File: config.mk
export PLATFORM = sky130hd
export DESIGN_NAME = pc_nextgen
export DESIGN_NICKNAME = d
export VERILOG_FILES = /design/src/rtl/mips_pc_pkg.sv /design/src/rtl/pc_nextgen_branch_target_calc.sv /design/src/rtl/pc_nextgen.sv
export SDC_FILE = /design/constraint.sdc
export NUM_CORES = 1
export LEC_CHECK = 0
export CORE_MARGIN = 2
export CORE_UTILIZATION = 40
export DETAILED_ROUTE_END_ITERATION = 6
export DONT_BUFFER_PORTS = 1
export PLACE_DENSITY = 0.66
export SLEW_MARGIN = 40
export SYNTH_ARGS = -nofsm -noshare
export SYNTH_HDL_FRONTEND = slang
export SYNTH_SLANG_ARGS = --single-unit
File: constraint.sdc
create_clock -name clk -period 4.7 [get_ports clk]
set_clock_uncertainty 0.2 [all_clocks]
set_input_delay 0.47 -clock clk [delete_from_list [all_inputs] [get_ports clk]]
set_output_delay 0.47 -clock clk [all_outputs]
set_load 0.02 [all_outputs]
File: src/rtl/mips_pc_pkg.sv
// Shared constants and redirect-source encoding for the MIPS fetch-stage PC unit.
package mips_pc_pkg;

   localparam logic [31:0] DEF_RESET_PC   = 32'hBFC0_0000;
   localparam logic [31:0] DEF_EXC_VECTOR = 32'h8000_0180;
   localparam int          DEF_INC        = 4;

   typedef enum logic [2:0] {
      SRC_SEQ,
      SRC_BR,
      SRC_J,
      SRC_JR,
      SRC_EXC
   } redirect_src_e;

endpackage

File: src/rtl/pc_nextgen_branch_target_calc.sv
// Combinational branch target: sign-extend the 16-bit immediate, scale by 4, add to base.
module branch_target_calc #(
   parameter int XLEN = 32
) (
   input  logic [XLEN-1:0] branch_base,
   input  logic [15:0]     branch_imm,
   output logic [XLEN-1:0] signext,
   output logic [XLEN-1:0] branch_target
);

   logic signed [XLEN-1:0] sext;
   logic signed [XLEN-1:0] offset;

   assign sext          = {{(XLEN-16){branch_imm[15]}}, branch_imm};
   assign offset        = sext <<< 2;
   assign signext       = sext;
   assign branch_target = branch_base + offset;

endmodule

File: src/rtl/pc_nextgen.sv
// Fetch-stage program counter: priority redirect select, one-entry pending buffer
// for redirects arriving under stall, and misaligned jump-register fault capture.
module pc_nextgen
   import mips_pc_pkg::*;
#(
   parameter int              XLEN       = 32,
   parameter logic [XLEN-1:0] RESET_PC   = XLEN'(DEF_RESET_PC),
   parameter logic [XLEN-1:0] EXC_VECTOR = XLEN'(DEF_EXC_VECTOR),
   parameter int              INC        = DEF_INC
) (
   input  logic            clk,
   input  logic            reset_n,
   input  logic            stall,
   input  logic            exception,
   input  logic            branch_taken,
   input  logic [XLEN-1:0] branch_base,
   input  logic [15:0]     branch_imm,
   input  logic            jump,
   input  logic [25:0]     jump_index,
   input  logic            jump_reg,
   input  logic [XLEN-1:0] jump_reg_target,
   output logic [XLEN-1:0] pc,
   output logic [XLEN-1:0] pc_next_seq,
   output logic [XLEN-1:0] signext,
   output logic [XLEN-1:0] branch_target,
   output logic            redirected,
   output logic            addr_fault,
   output logic [XLEN-1:0] fault_addr
);

   function automatic logic [XLEN-1:0] align_word(input logic [XLEN-1:0] addr);
      return {addr[XLEN-1:2], 2'b00};
   endfunction

   logic [XLEN-1:0] jump_target;
   redirect_src_e   req_src;
   logic [XLEN-1:0] req_target;

   logic            pend_valid, pend_valid_d;
   redirect_src_e   pend_src, pend_src_d;
   logic [XLEN-1:0] pend_target, pend_target_d;

   logic            load;
   redirect_src_e   load_src;
   logic [XLEN-1:0] load_raw;
   logic [XLEN-1:0] pc_d;
   logic            redirected_d;
   logic            addr_fault_d;
   logic [XLEN-1:0] fault_addr_d;

   branch_target_calc #(.XLEN(XLEN)) u_btc (
      .branch_base   (branch_base),
      .branch_imm    (branch_imm),
      .signext       (signext),
      .branch_target (branch_target)
   );

   assign pc_next_seq = pc + XLEN'(INC);
   assign jump_target = {branch_base[XLEN-1:28], jump_index, 2'b00};

   always_comb begin
      req_src    = SRC_SEQ;
      req_target = pc_next_seq;
      if (exception) begin
         req_src    = SRC_EXC;
         req_target = EXC_VECTOR;
      end else if (jump_reg) begin
         req_src    = SRC_JR;
         req_target = jump_reg_target;
      end else if (jump) begin
         req_src    = SRC_J;
         req_target = jump_target;
      end else if (branch_taken) begin
         req_src    = SRC_BR;
         req_target = branch_target;
      end
   end

   // A stalled redirect is parked only if the buffer is empty, so the oldest one wins;
   // the raw target is kept so a misaligned JR still faults when it is finally applied.
   always_comb begin
      pend_valid_d  = pend_valid;
      pend_src_d    = pend_src;
      pend_target_d = pend_target;
      load          = 1'b0;
      load_src      = SRC_SEQ;
      load_raw      = pc_next_seq;
      pc_d          = pc;
      redirected_d  = 1'b0;
      addr_fault_d  = 1'b0;
      fault_addr_d  = fault_addr;

      if (req_src == SRC_EXC) begin
         load         = 1'b1;
         load_src     = SRC_EXC;
         load_raw     = EXC_VECTOR;
         pend_valid_d = 1'b0;
      end else if (stall) begin
         if (req_src != SRC_SEQ && !pend_valid) begin
            pend_valid_d  = 1'b1;
            pend_src_d    = req_src;
            pend_target_d = req_target;
         end
      end else if (pend_valid) begin
         load         = 1'b1;
         load_src     = pend_src;
         load_raw     = pend_target;
         pend_valid_d = 1'b0;
      end else if (req_src != SRC_SEQ) begin
         load     = 1'b1;
         load_src = req_src;
         load_raw = req_target;
      end

      if (load) begin
         redirected_d = 1'b1;
         if (load_src == SRC_JR) begin
            pc_d = align_word(load_raw);
            if (load_raw[1:0] != 2'b00) begin
               addr_fault_d = 1'b1;
               fault_addr_d = load_raw;
            end
         end else begin
            pc_d = load_raw;
         end
      end else if (!stall) begin
         pc_d = pc_next_seq;
      end
   end

   always_ff @(posedge clk) begin
      if (!reset_n) begin
         pc         <= RESET_PC;
         pend_valid <= 1'b0;
         redirected <= 1'b0;
         addr_fault <= 1'b0;
         fault_addr <= '0;
      end else begin
         pc         <= pc_d;
         pend_valid <= pend_valid_d;
         redirected <= redirected_d;
         addr_fault <= addr_fault_d;
         fault_addr <= fault_addr_d;
      end
   end

   always_ff @(posedge clk) begin
      pend_src    <= pend_src_d;
      pend_target <= pend_target_d;
   end

endmodule

==> metrics <==
status completed; Total Wirelength 33.2 mm; Synth Area per Inst 7.82 um^2; top cell type by total area after synthesis dfxtp_1; chip width 150 um; met2 WL post-DR approximately 14 mm; share of synthesized registers carrying an async set or reset 0%; largest net degree at the start of global routing 42; Slew @ Worst Pin 0.847 ns; hold crit path type in -> reg; Syn Nets between 1000 and 1500; htree depth 3; fill cell count approximately 2100; Hold Violations, Final 0; Placer Congestion roughly 0.97; Setup crit end kind output pin; relative slew slack 43.1%; vias in the first global route 7651; die area 0.0226 mm^2; antenna violations before repair 2; CP arrival 3.11 ns; P_leak 3.31 nW; pwr/cell area 288 mW/mm^2; Worst-path clk slew 0.07 ns; period utilisation layout 80.4%; Ports ~280; Worst Path Max Fanout 7; TritonCTS buffer count 9; fin crit period 3.78 ns; Row Count 53; CP required 4.03 ns; TritonCTS clock tree yes; layout cells sized above 1 9.26%; Post-Synthesis Cell Area between 0.008 and 0.009 mm^2; Post-synth top cells nand2_1, nor2_1, a21oi_1; sequential share of power 39.8%; DRC 0; # setup viols final 0; count leader, synth nand2_1; RSZ-0062 raised after global routing no; Pwr Total 2.54 mW; dominant synthesized flop cell dfxtp_1; logic gate share of total power 28.4%; cell internal pwr 1.63 mW; Vias per Instance around 6.4; Remaining Overflow, GRT 0; critical path class reg -> out; Synth cell types 98; maximum VDD drop between 0.2 and 0.25 mV; Clk Latency, worst-skew pair 0.36 ns; wire per inst around 25 um; Setup TNS 0 ns; Synth top area share between 10% and 20%; WL met3 4.31 mm; maxcap violations 0; Seq/Total Area, Yosys between 20% and 30%; Clock Tree Buf Depth 2; Syn. warnings 0; sw power just over 0.9 mW; CTS root buf clkbuf_16; initial cell density of the core between 40% and 50%; global-route wire length before repair 48.8 mm; Die Ht 150 um; total track usage approximately 29%; IO Port Bufs 0; via count 8396; Final Max Tran Viols 0; ANT nets after route 0; highest routing layer actually used met4; Metal-1 WL 13.4 mm; Worst setup SP type register; core area between 0.02 and 0.025 mm^2; Area Overhead vs Synth 2.69%; Yosys reg bits 102; clk sinks 102; Sw Ratio 35.8%; First-pass DRT Iterations 5; synthesized instance count around 1100; Area contributors post-synth dfxtp_1, edfxtp_1, nand2_1, a21oi_1, o21ai_0; EDFF count, synth 35; fmax 265 MHz; Clock Power Share 31.8%; drt initial violations 937; DP HPWL 25.6 mm; post-cts resize count 0; fin nets ~1200
==> critical path, cell delays in order, from the launching register on <==
cell     delay [ns]
dfxtp_1        0.63
ha_1           0.34
and4_1         0.37
nand3_2        0.21
nor2_1         0.32
and3_1         0.27
xor2_1         0.61
==> worst paths after layout <==
check | start | to | slack (ns) | cells past startpoint
min | exception | pend_src[2] | 0.02 | 0
min reg2reg | fault_addr[21] | fault_addr[21] | 0.35 | 2
max | pc[2] | pc_next_seq[28] | 0.92 | 6
max reg2reg | pc[2] | pend_target[28] | 1.10 | 9
==> stage by stage <==
stage / hold slack, ns / utilization (%) / cell area (um^2) / worst slack [ns] / cells
2_1_floorplan: 0.330 / - / 8570 / 1.29 / 1096
6_report: 0.0189 / 41.9 / 8800 / 0.920 / 1303
3_5_place_dp: 0.351 / 40.3 / 8460 / 1.07 / 1284
5_1_grt: 0.00592 / 41.9 / 8800 / 0.828 / 1302
3_3_place_gp: 0.346 / 40.1 / 8440 / 1.13 / 1284
4_1_cts: 0.00845 / 41.8 / 8780 / 0.928 / 1301
==> cells by family after synthesis <==
kind of cell	after synthesis	share of synthesized area (%)
xor+xnor	53	5.68
compound gates	357	27.6
mux	16	1.94
flops	102	27.9
fa+ha+maj	31	4.61
buf+inv	145	9.27
simple gates	392	22.9
==> registers in the layout, indices dropped and copies added, names as in the netlist <==
signal / cells
pc: 32
pend_src: 3
pend_target: 32
redirected: 1
addr_fault: 1
pend_valid: 1
fault_addr: 32
==> power by group through the flow <==
stage                     Combinational, mW  Sequential (mW)  Clock [mW]
after floorplan                       0.590             1.01           0
after global routing                  0.775             1.01       0.843
final                                 0.720             1.01       0.808
after CTS                             0.707             1.01       0.809
after detailed placement              0.702             1.03           0
after global placement                0.700             1.03           0
==> cell type report <==
class | count | area (um^2) | area share, %
Multi-Input combinational cell | 849 | 5430 | 61.7
Tap cell | 275 | 344 | 3.91
Sequential cell | 102 | 2390 | 27.2
Timing Repair Buffer | 26 | 198 | 2.25
Clock inverter | 5 | 73.8 | 0.839
Antenna cell | 2 | 5.00 | 0.0569
Clock buffer | 11 | 233 | 2.64
Inverter | 33 | 124 | 1.41
==> repair_timing <==
item | CTS | global route
hold buffers | 1 | 0
setup buffers | 0 | 0
endpoints found under the hold margin | 2 | 0
==> cells in the final DEF, fill, tap and decap left out, types with 5 or more instances in the layout <==
master and instances:
a211oi_1 9, a21boi_0 5, a21o_1 9, a21oi_1 94
a221oi_1 5, a22o_1 5, a22oi_1 10, a31oi_1 13
and2_1 8, and3_1 13, and4_1 9, buf_4 25
clkbuf_16 9, dfxtp_1 67, edfxtp_1 35, ha_1 30
inv_1 32, mux2_2 5, mux2i_1 11, nand2_1 128
nand2b_1 10, nand3_1 41, nand4_1 16, nor2_1 94
nor3_1 22, o211ai_1 18, o21a_1 7, o21ai_0 83
o221ai_1 11, o22ai_1 9, o31ai_1 11, or2_2 5
or3_1 8, xnor2_1 28, xnor2_2 6, xor2_1 17
==> routing by layer <==
metal	vias to the layer above	track usage, %
li1	3855	-
met1	3909	38.3
met2	566	43.6
met3	66	8.39
met4	0	10.7
met5	-	0
No activity file was read; power rests on OpenSTA's default activity.
